**src/rtl/bus_timeout_if.sv**
```systemverilog
// bus_timeout_if
// Groups the CPU-side memory request and the decode-side handshake that the
// watchdog sits between.
//   master : the environment (CPU + address decode); drives the request and
//            the decode response, observes the watchdog outputs.
//   slave  : the watchdog; consumes the request/response and produces the
//            CPU acknowledge and the gated request valid.
// Signals:
//   cpu_valid, cpu_addr[31:0], cpu_instr, cpu_wstrb[3:0] : CPU request
//   cpu_ready, cpu_rdata[31:0]                            : CPU response
//   slave_valid                                           : gated valid to decode
//   slave_ready, slave_rdata[31:0]                        : decode response
interface bus_timeout_if;
    logic        cpu_valid;
    logic [31:0] cpu_addr;
    logic        cpu_instr;
    logic [3:0]  cpu_wstrb;
    logic        cpu_ready;
    logic [31:0] cpu_rdata;
    logic        slave_valid;
    logic        slave_ready;
    logic [31:0] slave_rdata;

    modport master (
        output cpu_valid, cpu_addr, cpu_instr, cpu_wstrb, slave_ready, slave_rdata,
        input  cpu_ready, cpu_rdata, slave_valid
    );

    modport slave (
        input  cpu_valid, cpu_addr, cpu_instr, cpu_wstrb, slave_ready, slave_rdata,
        output cpu_ready, cpu_rdata, slave_valid
    );
endinterface

```
**src/rtl/bus_timeout.sv**
```systemverilog
// bus_timeout
// Watchdog between the CPU memory port and the address decode. Requests pass
// through combinationally; a request left unacknowledged for `limit` cycles
// is aborted (CPU gets ready with rdata 0) and the fault is recorded in a
// small MMIO register bank.
// Ports:
//   clk, reset_n      : clock, synchronous active-low reset
//   bus               : bus_timeout_if.slave (CPU request + decode response)
//   timeout_event     : one-cycle pulse during each abort
//   cs, we, address,
//   write_data        : MMIO request (word address)
//   read_data, ready  : MMIO response, registered, one cycle after cs
module bus_timeout #(
    parameter int unsigned TIMEOUT_CYCLES = 64
) (
    input  logic          clk,
    input  logic          reset_n,
    bus_timeout_if.slave  bus,
    output logic          timeout_event,
    input  logic          cs,
    input  logic          we,
    input  logic [7:0]    address,
    input  logic [31:0]   write_data,
    output logic [31:0]   read_data,
    output logic          ready
);

    typedef enum logic [1:0] {IDLE, WAIT, ABORT, DRAIN} state_t;

    localparam logic [7:0] ADDR_STATUS      = 8'h08;
    localparam logic [7:0] ADDR_CTRL        = 8'h09;
    localparam logic [7:0] ADDR_FAULT_ADDR  = 8'h0a;
    localparam logic [7:0] ADDR_FAULT_INFO  = 8'h0b;
    localparam logic [7:0] ADDR_FAULT_COUNT = 8'h0c;
    localparam logic [7:0] ADDR_LIMIT       = 8'h0d;

    state_t      state;
    logic [15:0] cnt;
    logic [15:0] active_limit;
    logic [15:0] limit;
    logic        enable;
    logic        status_timeout;
    logic [31:0] fault_addr;
    logic [7:0]  fault_info;
    logic [15:0] fault_count;
    logic [31:0] read_mux;
    logic        ctrl_write;
    logic        limit_write;
    logic        clear_req;
    logic        unused_write_bits;

    assign ctrl_write        = cs && we && (address == ADDR_CTRL);
    assign limit_write       = cs && we && (address == ADDR_LIMIT);
    assign clear_req         = ctrl_write && write_data[1];
    assign unused_write_bits = ^write_data[31:16];

    // The limit is captured on entry to WAIT so a LIMIT write never changes
    // the deadline of a request already being timed.
    always_ff @(posedge clk) begin
        if (!reset_n) begin
            state         <= IDLE;
            cnt           <= 16'd0;
            active_limit  <= TIMEOUT_CYCLES[15:0];
            timeout_event <= 1'b0;
        end else begin
            timeout_event <= 1'b0;
            case (state)
                IDLE: begin
                    if (bus.cpu_valid && enable && !bus.slave_ready) begin
                        state        <= WAIT;
                        cnt          <= 16'd1;
                        active_limit <= limit;
                    end else begin
                        cnt <= 16'd0;
                    end
                end
                WAIT: begin
                    // A late ready on the deadline cycle still completes normally.
                    if (bus.slave_ready || !bus.cpu_valid) begin
                        state <= IDLE;
                        cnt   <= 16'd0;
                    end else if (cnt == active_limit - 16'd1) begin
                        state         <= ABORT;
                        cnt           <= 16'd0;
                        timeout_event <= 1'b1;
                    end else begin
                        cnt <= cnt + 16'd1;
                    end
                end
                ABORT:   state <= DRAIN;
                DRAIN:   state <= IDLE;
                default: state <= IDLE;
            endcase
        end
    end

    // ABORT answers the CPU itself; DRAIN swallows any straggling decode
    // acknowledge so it cannot complete the CPU's next request.
    always_comb begin
        bus.slave_valid = bus.cpu_valid;
        bus.cpu_ready   = bus.slave_ready;
        bus.cpu_rdata   = bus.slave_rdata;
        case (state)
            ABORT: begin
                bus.slave_valid = 1'b0;
                bus.cpu_ready   = 1'b1;
                bus.cpu_rdata   = 32'h0000_0000;
            end
            DRAIN: begin
                bus.slave_valid = 1'b0;
                bus.cpu_ready   = 1'b0;
            end
            default: ;
        endcase
    end

    // A fault recorded in the same cycle as a clear survives: the clear wipes
    // the old history and the new fault becomes the first entry.
    always_ff @(posedge clk) begin
        if (!reset_n) begin
            enable         <= 1'b1;
            limit          <= TIMEOUT_CYCLES[15:0];
            status_timeout <= 1'b0;
            fault_addr     <= 32'h0;
            fault_info     <= 8'h0;
            fault_count    <= 16'h0;
        end else begin
            if (ctrl_write) begin
                enable <= write_data[0];
            end
            if (limit_write) begin
                limit <= (write_data[15:0] < 16'd2) ? 16'd2 : write_data[15:0];
            end
            if (state == ABORT) begin
                status_timeout <= 1'b1;
                fault_addr     <= bus.cpu_addr;
                fault_info     <= {bus.cpu_wstrb, 3'b000, bus.cpu_instr};
                if (clear_req) begin
                    fault_count <= 16'd1;
                end else if (fault_count != 16'hFFFF) begin
                    fault_count <= fault_count + 16'd1;
                end
            end else if (clear_req) begin
                status_timeout <= 1'b0;
                fault_addr     <= 32'h0;
                fault_info     <= 8'h0;
                fault_count    <= 16'h0;
            end
        end
    end

    always_comb begin
        read_mux = 32'h0;
        case (address)
            ADDR_STATUS:      read_mux = {30'h0, enable, status_timeout};
            ADDR_CTRL:        read_mux = {31'h0, enable};
            ADDR_FAULT_ADDR:  read_mux = fault_addr;
            ADDR_FAULT_INFO:  read_mux = {24'h0, fault_info};
            ADDR_FAULT_COUNT: read_mux = {16'h0, fault_count};
            ADDR_LIMIT:       read_mux = {16'h0, limit};
            default:          read_mux = 32'h0;
        endcase
    end

    always_ff @(posedge clk) begin
        if (!reset_n) begin
            ready     <= 1'b0;
            read_data <= 32'h0;
        end else begin
            ready     <= cs;
            read_data <= (cs && !we) ? read_mux : 32'h0;
        end
    end

endmodule

```
**src/flat_wrapper.sv**
```systemverilog
// flat-port wrapper written by rule: the top's interface ports become plain ports
module bus_timeout_flat 
#(
    parameter int unsigned TIMEOUT_CYCLES = 64
)
  (clk, reset_n, timeout_event, cs, we, address, write_data, read_data, ready, bus_cpu_valid, bus_cpu_addr, bus_cpu_instr, bus_cpu_wstrb, bus_slave_ready, bus_slave_rdata, bus_cpu_ready, bus_cpu_rdata, bus_slave_valid);
  bus_timeout_if bus_i ();
  input  logic clk;
  input  logic reset_n;
  output logic timeout_event;
  input  logic cs;
  input  logic we;
  input  logic [7:0] address;
  input  logic [31:0] write_data;
  output logic [31:0] read_data;
  output logic ready;
  input wire logic [$bits(bus_i.cpu_valid)-1:0] bus_cpu_valid;
  input wire logic [$bits(bus_i.cpu_addr)-1:0] bus_cpu_addr;
  input wire logic [$bits(bus_i.cpu_instr)-1:0] bus_cpu_instr;
  input wire logic [$bits(bus_i.cpu_wstrb)-1:0] bus_cpu_wstrb;
  input wire logic [$bits(bus_i.slave_ready)-1:0] bus_slave_ready;
  input wire logic [$bits(bus_i.slave_rdata)-1:0] bus_slave_rdata;
  output wire logic [$bits(bus_i.cpu_ready)-1:0] bus_cpu_ready;
  output wire logic [$bits(bus_i.cpu_rdata)-1:0] bus_cpu_rdata;
  output wire logic [$bits(bus_i.slave_valid)-1:0] bus_slave_valid;
  assign bus_i.cpu_valid = bus_cpu_valid;
  assign bus_i.cpu_addr = bus_cpu_addr;
  assign bus_i.cpu_instr = bus_cpu_instr;
  assign bus_i.cpu_wstrb = bus_cpu_wstrb;
  assign bus_i.slave_ready = bus_slave_ready;
  assign bus_i.slave_rdata = bus_slave_rdata;
  assign bus_cpu_ready = bus_i.cpu_ready;
  assign bus_cpu_rdata = bus_i.cpu_rdata;
  assign bus_slave_valid = bus_i.slave_valid;
  bus_timeout #(.TIMEOUT_CYCLES(TIMEOUT_CYCLES)) u_core (.clk(clk), .reset_n(reset_n), .bus(bus_i), .timeout_event(timeout_event), .cs(cs), .we(we), .address(address), .write_data(write_data), .read_data(read_data), .ready(ready));
endmodule
```
**config.mk**
```make
export PLATFORM = sky130hd
export DESIGN_NAME = bus_timeout_flat
export DESIGN_NICKNAME = d
export VERILOG_FILES = /design/src/rtl/bus_timeout_if.sv /design/src/rtl/bus_timeout.sv /design/src/flat_wrapper.sv
export SDC_FILE = /design/constraint.sdc
export NUM_CORES = 1
export LEC_CHECK = 0
export ABC_AREA = 1
export ABC_CLOCK_PERIOD_IN_PS = 2490
export CORE_MARGIN = 5
export CORE_UTILIZATION = 49
export DETAILED_ROUTE_END_ITERATION = 10
export PLACE_DENSITY_LB_ADDON = 0.08
export SYNTH_ARGS = -nofsm -noshare
export SYNTH_HDL_FRONTEND = slang
export SYNTH_SLANG_ARGS = --single-unit
```
**constraint.sdc**
```tcl
create_clock -name clk -period 2.49 [get_ports clk]
set_clock_uncertainty 0.15 [all_clocks]
set_input_delay 0.498 -clock clk [delete_from_list [all_inputs] [get_ports clk]]
set_output_delay 0.498 -clock clk [all_outputs]
set_load 0.03 [all_outputs]
```
==> metrics.yaml <==
cts_setup_buffers: 0
rsz0062_at_grt: "false"
final-hold-violation-count: 0
power.switching_mw: 1.27
multiInputGateArea_mm2: 0.00323
hold_buffers: 0
drc: 1
yosysWarningCount: 0
p_int_mw: 4.11
layout-drive-gt1-share_pct: 10.3
die_y_um: 127
p_seq_share_pct: 42.3
synthToLayoutAreaGrowth_pct: 37.2
drtAntennaViolNets: 0
firstDrtPassIters: 8
tightestPinTransition_ps: 730
critical_path_class: "flop to output pin"
synthCells: 966
wl_per_cell_um: 14.7
clock.fmax_mhz: 426
finalSetupViolations: 0
antenna_found_initial: 0
clkPwrFrac_pct: 47.1
grt-ovfl-total: 0
p_leak_nw: 3.68
cp-end-kind: "output pin"
irDropWorstVdd_mv: 0.437
min_period_ps: 2350
comb_power_share_pct: 10.6
synth_top_cell_by_area: "dfxtp_1"
timing.critical_path.buf_inv: 4
clockBufferDepth: 2
slew_headroom_pct: 51.4
cap_violations: 0
grt_max_degree: 58
outcome: "complete, but fails checks"
cp.required_ps: 1840
crit_family: "buffers and inverters"
row_count: 42
crit_fanout: 46
nFillCells: 1192
first_global_vias: 6444
die_x_um: 127
synthArstFlopShare_pct: 0
h-tree-depth: 4
post-route-period-util_pct: 94.3
wl_mm: 19.4
clock_latency_ps: 410
crit_top_cell: "buf_12"
stdcell_count: 1323
drtIter0Drc: 568
switching_share_pct: 23.7
ios: 183
antenna_cells: 0
start_kind: "flop"
violations: "DRC"
seq_area_mm2: 0.00278
io_buffers: 166
synth_top_area_share_pct: 41.3
clk_pin_slew_ps: 60
layout.nets: 1252
cts_made_buffers: 17
grt_use_total_pct: 23.6
ys_top_cells_by_area: "dfxtp_1 (41%), nand2_1 (10%), a21oi_1 (7.1%), inv_1 (7.0%), nor2_1 (6.9%)"
crit_path_top_delay_cell: "dfxtp_1"
cts.sinks: 139
syn_avg_cell_area_um2: 6.97
placement.cell_area_mm2: 0.00867
cts_tree: "built"
syn-num-nets: 1084
synth.most_common_cell: "nand2_1"
synth_common_cells: "nand2_1 (183), dfxtp_1 (139), inv_1 (125)"
syn_area_mm2: 0.00673
routabilityCongestion: 0.917
synth_edf_count: 0
synth_flop_cell: "dfxtp_1"
slew_viol_final: 0
cp.arrival_ps: 1700
via_per_inst: 5.14
core_mm2: 0.0133
tns_ps: 0
dieArea_mm2: 0.0162
place_inst: 1291
seq_area_frac_synth_pct: 41.3
vias: 6802
path_cells: "nor2_4 > buf_12 > buf_12 > inv_2 > nand2_1 > buf_4"
fin_area_mm2: 0.00924
hpwlAfterDp_mm: 14.2
p_per_area_mw_per_mm2: 582
start_util_pct: 50.4
clock-root-buffer: "clkbuf_16"
worstHoldPathType: "flop to flop"
ys_types: 44
cpPeakStageDelay_ps: 360
grt_pass1_wl_mm: 31.1
synth-seq-cells: 139
==> registers in the layout (all words and copies together) (netlist names), named ones only <==
signal / cells
u_core.fault_info: 5
u_core.status_timeout: 1
u_core.fault_count: 16
u_core.state: 1
u_core.read_data: 32
u_core.fault_addr: 32
u_core.ready: 1
u_core.active_limit: 16
u_core.cnt: 16
u_core.enable: 1
u_core.timeout_event: 1
u_core.limit: 16
==> through the flow <==
| stage | hold slack [ps] | util [%] | setup WS [ps] | power, mW |
|---|---|---|---|---|
| floorplan | 274 | - | 571 | 2.63 |
| global placement | 277 | 65.0 | -16.6 | 2.91 |
| detailed placement | 281 | 65.0 | -40.8 | 2.91 |
| CTS | 291 | 69.2 | 39.5 | 5.41 |
| global route | 302 | 69.2 | 6.56 | 5.57 |
| finish | 288 | 69.2 | 142 | 5.38 |
==> layer usage <==
layer | up-vias | share of wire, % | global-route usage (%)
met3 | 29 | 6.6 | 5.88
met2 | 254 | 49 | 40.3
li1 | 3442 | - | -
met4 | 0 | 1.6 | 6.75
met5 | - | 0 | 0
met1 | 3077 | 43 | 29.6
==> cells in the final DEF (no fill, tap or decap), types with 11 or more instances in the layout <==
cell type / count
a21oi_1: 95
buf_4: 25
clkbuf_16: 17
clkdlybuf4s50_1: 132
dfxtp_1: 139
dlygate4sd2_1: 31
inv_1: 125
nand2_1: 183
nand3_1: 74
nor2_1: 124
nor2_2: 14
nor3_1: 12
o21ai_0: 44
o22ai_1: 11
==> worst register-to-register path: cells and delay by family, from the launching register on <==
family | cells | cell delay (ps)
AND/OR/NAND/NOR | 11 | 1100
flip-flops | 1 | 310
adder cells (fa/ha/maj) | 1 | 260
buffers and inverters | 2 | 190
AO/OA/AOI/OAI | 1 | 90
==> power groups by stage <==
stage                     Clock [mW]  Combinational, mW  Sequential, mW
after global placement             0              0.586            2.32
final                           2.54              0.570            2.27
after floorplan                    0              0.311            2.32
after global routing            2.67              0.627            2.28
after detailed placement           0              0.590            2.32
after CTS                       2.57              0.574            2.27
==> final timing paths <==
| path | from | end | slack (ps) | cells past startpoint |
|---|---|---|---|---|
| max | u_core.state[0] | bus_cpu_ready | 140 | 6 |
| min | u_core.fault_addr[17] | u_core.read_data[17] | 290 | 2 |
| max reg2reg | u_core.active_limit[0] | u_core.state[0] | 290 | 15 |
| min reg2reg | u_core.fault_addr[17] | u_core.read_data[17] | 290 | 2 |
==> what timing repair did <==
action | 4_1_cts | 5_1_grt
hold endpoints to repair | 0 | 0
setup endpoints to repair | 32 | 1
gates resized for setup | 32 | 2
==> cell families (layout without fill, tap and decap cells) <==
kind of cell / count (synthesis) / in the layout / share of synthesized area (%)
and+or+nand+nor: 443 / 443 / 29.1
AOI/OAI and AO/OA: 188 / 188 / 16.2
buffers and inverters: 177 / 358 / 10.7
DFF: 139 / 139 / 41.3
xor gates and xnor gates: 16 / 16 / 2.08
adders and majority gates: 3 / 3 / 0.558
==> layout make-up <==
cell class	instances	share of cell area (%)
Tap cell	176	2.38
Clock buffer	19	4.79
Clock inverter	13	1.62
Sequential cell	139	30.1
Inverter	131	5.32
Timing Repair Buffer	195	20.8
Multi-Input combinational cell	650	35.0
(Power assumes the default switching activity.)
